[src/rtl/video_stitching_pkg.sv]
// video_stitching_pkg: shared types and helpers for the burst arbiter
package video_stitching_pkg;

    typedef enum logic [1:0] {IDLE, ISSUE, WAIT_DONE} arb_state_e;

    function automatic int burst_bytes(input int burst_len, input int data_width);
        return burst_len * data_width / 8;
    endfunction

    // First set bit of mask at or after ptr, wrapping modulo n (n <= 8); 0 when mask is empty
    function automatic logic [2:0] rr_select(input logic [7:0] mask, input int n, input int ptr);
        logic [2:0] idx;
        logic       found;
        int         j;
        idx   = '0;
        found = 1'b0;
        for (int k = 0; k < 8; k++) begin
            j = (ptr + k) % n;
            if (k < n && !found && mask[j[2:0]]) begin
                idx   = j[2:0];
                found = 1'b1;
            end
        end
        return idx;
    endfunction

endpackage

[src/rtl/axi_burst_arbiter_rr_picker.sv]
// rr_picker: combinational round-robin pick of the first set mask bit from a pointer
module rr_picker
    import video_stitching_pkg::*;
#(
    parameter  int N  = 3,
    localparam int IW = $clog2(N)
) (
    input  logic [N-1:0]  mask_i,
    input  logic [IW-1:0] ptr_i,
    output logic [N-1:0]  grant_o,
    output logic [IW-1:0] idx_o,
    output logic          any_o
);

    // Search upward from the pointer with wrap-around; one-hot grant mirrors the index
    always_comb begin
        idx_o   = IW'(rr_select(8'(mask_i), N, int'(ptr_i)));
        any_o   = |mask_i;
        grant_o = any_o ? (N'(1) << idx_o) : '0;
    end

endmodule

[src/rtl/axi_burst_arbiter.sv]
// axi_burst_arbiter: shares one AXI burst engine between NUM_REQ requesters
module axi_burst_arbiter
    import video_stitching_pkg::*;
#(
    parameter  int NUM_REQ        = 3,
    parameter  int AXI_ADDR_WIDTH = 32,
    parameter  int AXI_DATA_WIDTH = 128,
    parameter  int BURST_LEN      = 16,
    localparam int IW             = $clog2(NUM_REQ)
) (
    input  logic                          M_AXI_ACLK,
    input  logic                          M_AXI_ARESETN,
    input  logic [NUM_REQ-1:0]            req_valid,
    input  logic [NUM_REQ-1:0]            req_write,
    input  logic [NUM_REQ-1:0]            req_urgent,
    input  logic [NUM_REQ*AXI_ADDR_WIDTH-1:0] req_addr,
    output logic [NUM_REQ-1:0]            req_ack,
    output logic [NUM_REQ-1:0]            req_err,
    output logic [NUM_REQ-1:0]            req_done,
    output logic                          cmd_valid,
    input  logic                          cmd_ready,
    output logic                          cmd_write,
    output logic [AXI_ADDR_WIDTH-1:0]     cmd_addr,
    output logic [IW-1:0]                 cmd_owner,
    input  logic                          cmd_done,
    output logic                          busy
);

    localparam int BB = burst_bytes(BURST_LEN, AXI_DATA_WIDTH);
    localparam int OW = $clog2(BB);

    arb_state_e                state_q, state_d;
    logic [IW-1:0]             rr_ptr_q, rr_ptr_d;
    logic                      cmd_write_q, cmd_write_d;
    logic [AXI_ADDR_WIDTH-1:0] cmd_addr_q, cmd_addr_d;
    logic [IW-1:0]             cmd_owner_q, cmd_owner_d;
    logic [NUM_REQ-1:0]        urgent_valid, cand, win_oh;
    logic [IW-1:0]             win, next_ptr;
    logic                      win_any, misaligned;
    logic [AXI_ADDR_WIDTH-1:0] win_addr;

    // Urgent requesters, when present, hide everyone else from the picker
    always_comb begin
        urgent_valid = req_valid & req_urgent;
        cand         = |urgent_valid ? urgent_valid : req_valid;
        win_addr     = req_addr[int'(win)*AXI_ADDR_WIDTH +: AXI_ADDR_WIDTH];
        misaligned   = |win_addr[OW-1:0];
        next_ptr     = (win == IW'(NUM_REQ-1)) ? '0 : win + 1'b1;
    end

    rr_picker #(.N(NUM_REQ)) u_pick (
        .mask_i  (cand),
        .ptr_i   (rr_ptr_q),
        .grant_o (win_oh),
        .idx_o   (win),
        .any_o   (win_any)
    );

    // Next-state, command capture and one-cycle requester pulses
    always_comb begin
        state_d     = state_q;
        rr_ptr_d    = rr_ptr_q;
        cmd_write_d = cmd_write_q;
        cmd_addr_d  = cmd_addr_q;
        cmd_owner_d = cmd_owner_q;
        req_ack     = '0;
        req_err     = '0;
        req_done    = '0;
        case (state_q)
            IDLE: begin
                // Reset gating keeps the combinational ack quiet while reset is held
                if (win_any && M_AXI_ARESETN) begin
                    req_ack  = win_oh;
                    rr_ptr_d = next_ptr;
                    if (misaligned) begin
                        req_err = win_oh;
                    end else begin
                        state_d     = ISSUE;
                        cmd_write_d = req_write[win];
                        cmd_addr_d  = win_addr;
                        cmd_owner_d = win;
                    end
                end
            end
            ISSUE:     state_d = cmd_ready ? WAIT_DONE : ISSUE;
            WAIT_DONE: begin
                if (cmd_done) begin
                    req_done = NUM_REQ'(1) << cmd_owner_q;
                    state_d  = IDLE;
                end
            end
            default:   state_d = IDLE;
        endcase
    end

    // State and command registers
    always_ff @(posedge M_AXI_ACLK or negedge M_AXI_ARESETN) begin
        if (!M_AXI_ARESETN) begin
            state_q     <= IDLE;
            rr_ptr_q    <= '0;
            cmd_write_q <= 1'b0;
            cmd_addr_q  <= '0;
            cmd_owner_q <= '0;
        end else begin
            state_q     <= state_d;
            rr_ptr_q    <= rr_ptr_d;
            cmd_write_q <= cmd_write_d;
            cmd_addr_q  <= cmd_addr_d;
            cmd_owner_q <= cmd_owner_d;
        end
    end

    assign cmd_valid = (state_q == ISSUE);
    assign busy      = (state_q != IDLE);
    assign cmd_write = cmd_write_q;
    assign cmd_addr  = cmd_addr_q;
    assign cmd_owner = cmd_owner_q;

endmodule

[config.mk]
export PLATFORM = sky130hd
export DESIGN_NAME = axi_burst_arbiter
export DESIGN_NICKNAME = d
export VERILOG_FILES = /design/src/rtl/video_stitching_pkg.sv /design/src/rtl/axi_burst_arbiter_rr_picker.sv /design/src/rtl/axi_burst_arbiter.sv
export SDC_FILE = /design/constraint.sdc
export NUM_CORES = 1
export LEC_CHECK = 0
export CORE_ASPECT_RATIO = 1.2
export CORE_MARGIN = 3
export CORE_UTILIZATION = 50
export CTS_CLUSTER_SIZE = 25
export DETAILED_ROUTE_END_ITERATION = 10
export DONT_BUFFER_PORTS = 1
export PLACE_DENSITY = 0.8
export SLEW_MARGIN = 30
export SYNTH_ARGS = -nofsm -noshare
export SYNTH_HDL_FRONTEND = slang
export SYNTH_SLANG_ARGS = --single-unit
[constraint.sdc]
create_clock -name M_AXI_ACLK -period 2.9 [get_ports M_AXI_ACLK]
set_input_delay 0.435 -clock M_AXI_ACLK [delete_from_list [all_inputs] [get_ports M_AXI_ACLK]]
set_output_delay 0.435 -clock M_AXI_ACLK [all_outputs]
set_load 0.02 [all_outputs]
Word-level counts from Yosys, hierarchy flattened
Cells that the tools add are included.

Flip-flop bits (word level): 39. Bits in latches: 0. RAM bits: 0. Bits in read-only memories: 0. Input port bits: 109. Output and inout bits: 46. Word-level logic and storage cells: 67. Memories: 0.

Add/subtract/negate cells: 3. Multiply operators: 0. Divide/modulo/power cells: 3. Magnitude comparators: 4. Equal/unequal tests: 6. Shift-type cells: 3. Multiplexer cells: 28. Bitwise gates (word level): 2. Reductions and logical operators: 13.

Operators by type and width (count): $shiftx A96 B8 Y32 (1); $mod A32 B3 Y32 const B (2); $mod A3 B3 Y32 const B (1); $mux W3 (9); $mux W2 (8); $lt A3 B4 Y1 const B (3); $bmux W1 S3 (3); $reduce_or A8 Y1 (1); $mux W1 (6); $ne A2 B2 Y1 const B (3); $pmux W2 S3 (1); $reduce_and A3 Y1 (2); $reduce_or A3 Y1 (2); $shl A1 B2 Y3 const A (2); $eq A2 B2 Y1 const B (2); $add A2 B1 Y3 const B (1); $add A2 B2 Y3 const B (1); $and A3 B3 Y3 (1); $logic_and A1 B1 Y1 (3); $lt A2 B3 Y1 const B (1); $add A2 B1 Y2 const B (1); $bmux W1 S2 (1); $eq A2 B1 Y1 const B (1); $logic_not A1 Y1 (2); 4 further kinds (4).

Longest topological paths before layout
Word-level depth: 17. Gate-level depth with buffers: 11. Mapped depth without buffers: 10.

Modules after synthesis
Synthesis repeated with hierarchy kept, for this count alone.

Cells, all modules: 248. Area total of the unflattened synthesis: 2631.3 um^2.

Modules (own cells, without submodules): axi_burst_arbiter (instances 1, cells each 209, area each 2289.7 um^2, seq. area each 975.9 um^2); rr_picker (instances 1, cells each 39, area each 341.6 um^2, seq. area each 0.0 um^2).

Worst setup path after synthesis
OpenSTA, ideal clock, no wires.

Path kind: reg2out. Start: register rr_ptr_q[0]. End: output req_err[1]. Arrival time: 2.810 ns. Data required time: 2.465 ns. Path slack: -0.345 ns. Cell stages (with the launch flop): 12. Path buffers: 2. Path through: dfrtp_1 -> inv_1 -> ha_1 -> ha_1 -> and3b_1 -> nor2b_1 -> o41ai_1 -> and2_1 -> buf_4 -> buf_2 -> inv_1 -> nor3_1.

Cells in the longest elaborated chain, start to end: 15. Elaborated cells between the ends (all ways): 27. Classes of those cells: add/sub: 2; div: 3; shift: 2; mux: 15; reduce/logical: 5.

Ends and longest elaborated chain: start, declared (line axi_burst_arbiter.sv:33) `logic [IW-1:0] rr_ptr_q, rr_ptr_d;`; start signal, assigned (line axi_burst_arbiter.sv:106) `rr_ptr_q <= rr_ptr_d;`; parallel branches: the longest is 9 deep, another holds $mod A32 B3 Y32; $mux W2 * (line video_stitching_pkg.sv:19) `if (k < n && !found && mask[j[2:0]]) begin`; $shiftx A96 B8 Y32 / $shl A1 B2 Y3 (equally long branches) (line axi_burst_arbiter.sv:46, axi_burst_arbiter_rr_picker.sv:19); $reduce_or A8 Y1 / $mux W3 (equally long branches) (line axi_burst_arbiter.sv:47, axi_burst_arbiter_rr_picker.sv:19); $mux W3 * (line axi_burst_arbiter.sv:75) `if (misaligned) begin`; $mux W3 * (line axi_burst_arbiter.sv:72) `if (win_any && M_AXI_ARESETN) begin`; $mux W3 * (line axi_burst_arbiter.sv:69) `case (state_q)`; end, declared (line axi_burst_arbiter.sv:18) `output logic [NUM_REQ-1:0] req_err,`.

Every way passes the cells marked *. The select of a mux whose other input is x is not followed.

Worst setup path in the final report
Start: register rr_ptr_q[0]. End: output req_err[0].

The elaborated chain is that of the path after synthesis.

==> key figures <==
Outcome
  – Status: finished, violations left
  – Failing checks: negative setup slack

Logic synthesis
  – Synthesis Warnings: 0
  – Post-Syn Area per Cell: 10.5 sq um
  – Compound-Gate Fraction of Synth Area: between 20% and 30%
  – Synth area leader: dfrtp_1
  – Cells after synthesis: roughly 220
  – Most frequent cell after synthesis: dfrtp_1
  – Netlist cell types: 39
  – Syn nets: 331
  – XOR/XNOR share of the synthesized area: 0%
  – Synth top area cells: dfrtp_1 43%, mux2i_1 11%, a222oi_1 11%, inv_1 5.3%, nor2b_1 3.6%
  – Share of the synthesized area in the top cell type: between 40% and 50%
  – Post-synthesis mux area share: 12.5%
  – Post-synth EDFFs: 0
  – Sequential share of the synthesized area: a little over two fifths
  – Synth Area in Adders: 3.31%
  – Asr flop ratio synth: 100%
  – Largest family of logic cells by synthesized area: compound AO/OA/AOI/OAI gates
  – Synth Area in Simple Gates: 10.9%
  – Top_reg_cell synth: dfrtp_1
  – Post-Syn Area: approximately 0.0023 sq mm
  – Post-synth top cells: 39 x dfrtp_1, 32 x inv_1, 26 x mux2i_1
  – Post-synthesis register bit count: 39

Clock tree
  – Reg clk slew, reported paths: 0.08 ns
  – Number of buffers created by CTS: 5
  – Clk_lat worst skew: 0.29 ns
  – Clk buf depth: 2
  – CTS root buf: clkbuf_8
  – CTS sink cnt: 39
  – CTS tree: built
  – Htree depth: 2

Worst setup path
  – Critical Path Start Type: register
  – Crit. Startpoint: rr_ptr_q[0]$_DFFE_PN0P_
  – WP data required: 2.47 ns
  – Reg2reg path depth: 14
  – Critical Path AT: between 2 and 3 ns
  – R2r setup slk: 0.09 ns
  – CP Class: reg2out
  – RR Startpoint: rr_ptr_q[0]$_DFFE_PN0P_
  – Critical Path End Type: output port
  – R2r endpoint: cmd_addr[11]$_DFFE_PN0P_
  – Critical path fanouts, max: 3

Floorplanning
  – Ports: about 160
  – Initial Util: between 50 and 60%
  – Total core area: 0.00433 sq mm
  – Die width: 67.5 um
  – Die Area: 0.00538 sq mm
  – Die height: 79.8 um
  – FP Rows: 26

Final layout
  – Fin cells: 296
  – Antenna cells: 0
  – Syn-to-layout area delta: 25.6%
  – Design area: 0.00285 sq mm
  – Share of layout cells above drive strength 1: 25.8%
  – Final core utilization: 65.8%
  – Fin nets: 354

Timing
  – Fin. max-slew vios: 0
  – Worst Slack Setup Final: -0.116 ns
  – Unrepaired setup endpoints after global routing: yes
  – Max Clk Rate: 332 MHz
  – Actual slew at the worst max-slew pin: 0.762 ns
  – Final Cycle Share: 104%
  – Fin crit period: between 3 and 4 ns
  – Hold_ws: 0.241 ns
  – Final hold viol count: 0
  – Endpoints failing setup: 5
  – Slew HR: 48.7%
  – Clock skew: between 0.01 and 0.015 ns

Global route
  – Largest net degree at the start of global routing: 40
  – Global-route wire length before repair: ~9000 um
  – Initial antenna violation count: 0
  – Vias in the first global route: around 1,900
  – Total track usage: 22.6%
  – Aggregate global routing overflow: 0

Hold path
  – Hold Path Origin: cmd_done
  – WHS Path Cells: 1
  – Worst Hold Class: in2reg
  – Hold EP: state_q[1]$_DFFE_PN0P_

Placed design
  – PortBufs: 0
  – Placed insts: 273
  – RePlAce Congestion: 0.903
  – Hpwl dp: 4260 um
  – Dpl cell area: 0.00242 sq mm
  – Post-place setup slack: -0.00970 ns

Power and ir drop
  – Power density over the cells: 1190 mW/mm^2
  – Leak pwr: 1.22 nW
  – VDD IR max: between 0.0006 and 0.0007 V

Drt
  – DRT Pass-1 Iters: 7
  – Antenna violation net count after detailed routing: 0
  – Vias/cell: 6.55
  – Final WL: 6320 um
  – DR DRC count: 0
  – Vias: 1,939
  – WL per Instance: 21.4 um
  – Detailed Route Iter0 Violations: 229

Run
  – Max Cap Viol: 0
sequential cells by signal, summed over array words and instances, names as in the netlist:
signal and count:
cmd_write 1, cmd_addr 32, cmd_owner 2, state_q 2, rr_ptr_q 2
worst max-delay path by stage:
stage / slack, ns / end / cells after the start
3_3_place_gp: 0.08 / req_err[0] / 9
4_1_cts: -0.05 / req_err[1] / 10
2_1_floorplan: -0.06 / req_err[1] / 11
6_report: -0.12 / req_err[0] / 11
5_1_grt: -0.21 / req_err[1] / 10
3_5_place_dp: -0.01 / req_err[0] / 9
worst max-delay path, stage by stage (launching register included):
cell and delay (ns):
dfrtp_1 0.42, buf_6 0.14, ha_4 0.15, ha_4 0.16, buf_12 0.12, o21bai_1 0.15, a211o_1 0.25, o41ai_4 0.12
a211oi_4 0.34, a21oi_4 0.14, buf_6 0.14, nor2_4 0.14
area by class of cell:
class                           count  area (sq um)
Inverter                           32           123
Clock buffer                        6          72.6
Sequential cell                    39           977
Multi-Input combinational cell    134          1270
Clock inverter                      2          12.5
Fill cell                         359          1480
Tap cell                           56          70.1
Timing Repair Buffer               27           322
what timing repair did:
item	in CTS	in global routing
gates resized for setup	25	10
buffers inserted	7	4
hold buffers	2	0
endpoints found under the hold margin	39	0
endpoints found under the setup margin	6	36
pin swaps	9	7
gates cloned	0	2
through the flow:
| step | setup TNS [ns] | total power [mW] |
|---|---|---|
| 6_report | -0.289 | 3.38 |
| 2_1_floorplan | -0.0615 | 2.23 |
| 3_3_place_gp | 0 | 2.53 |
| 5_1_grt | -1.06 | 3.62 |
| 3_5_place_dp | -0.0185 | 2.58 |
| 4_1_cts | -0.103 | 3.21 |
layout by cell type, fill, tap and decap left out, types with 2 or more instances in the layout:
cell	synthesis	routed
a222oi_1	25	25
o211ai_1	2	2
dfrtp_1	39	38
clkbuf_16	0	2
a21oi_1	5	3
o21ai_0	5	5
mux2i_2	0	2
clkbuf_8	0	5
mux2_1	2	2
nor3_1	4	3
buf_12	0	5
nor2b_4	0	3
ha_4	0	4
a21oi_4	1	2
mux2i_1	26	23
nor2b_1	13	9
nor3b_1	2	2
buf_6	3	5
inv_1	32	28
a22oi_1	3	3
nor4_1	6	6
a21o_1	2	2
inv_2	0	3
nand2_1	9	9
nor2_1	5	3
buf_4	1	14
cell families (layout without fill, tap and decap cells):
logic type | count (synthesis) | after routing
flip-flops | 39 | 39
AO/OA/AOI/OAI | 55 | 55
buffers and inverters | 43 | 67
AND/OR/NAND/NOR | 45 | 45
adder cells (fa/ha/maj) | 6 | 6
multiplexers | 28 | 28
layer usage:
metal	wire length [um]	global-route usage, %	vias to the layer above
li1	-	-	857
met1	2250	27.0	953
met2	3390	37.9	117
met3	542	5.21	12
met4	137	9.94	0
met5	0	0	-
power by group:
group / switching (mW) / internal [mW]
logic: 0.959 / 0.887
clock network: 0.197 / 0.168
registers: 0.413 / 0.760
(Power assumes the default switching activity.)
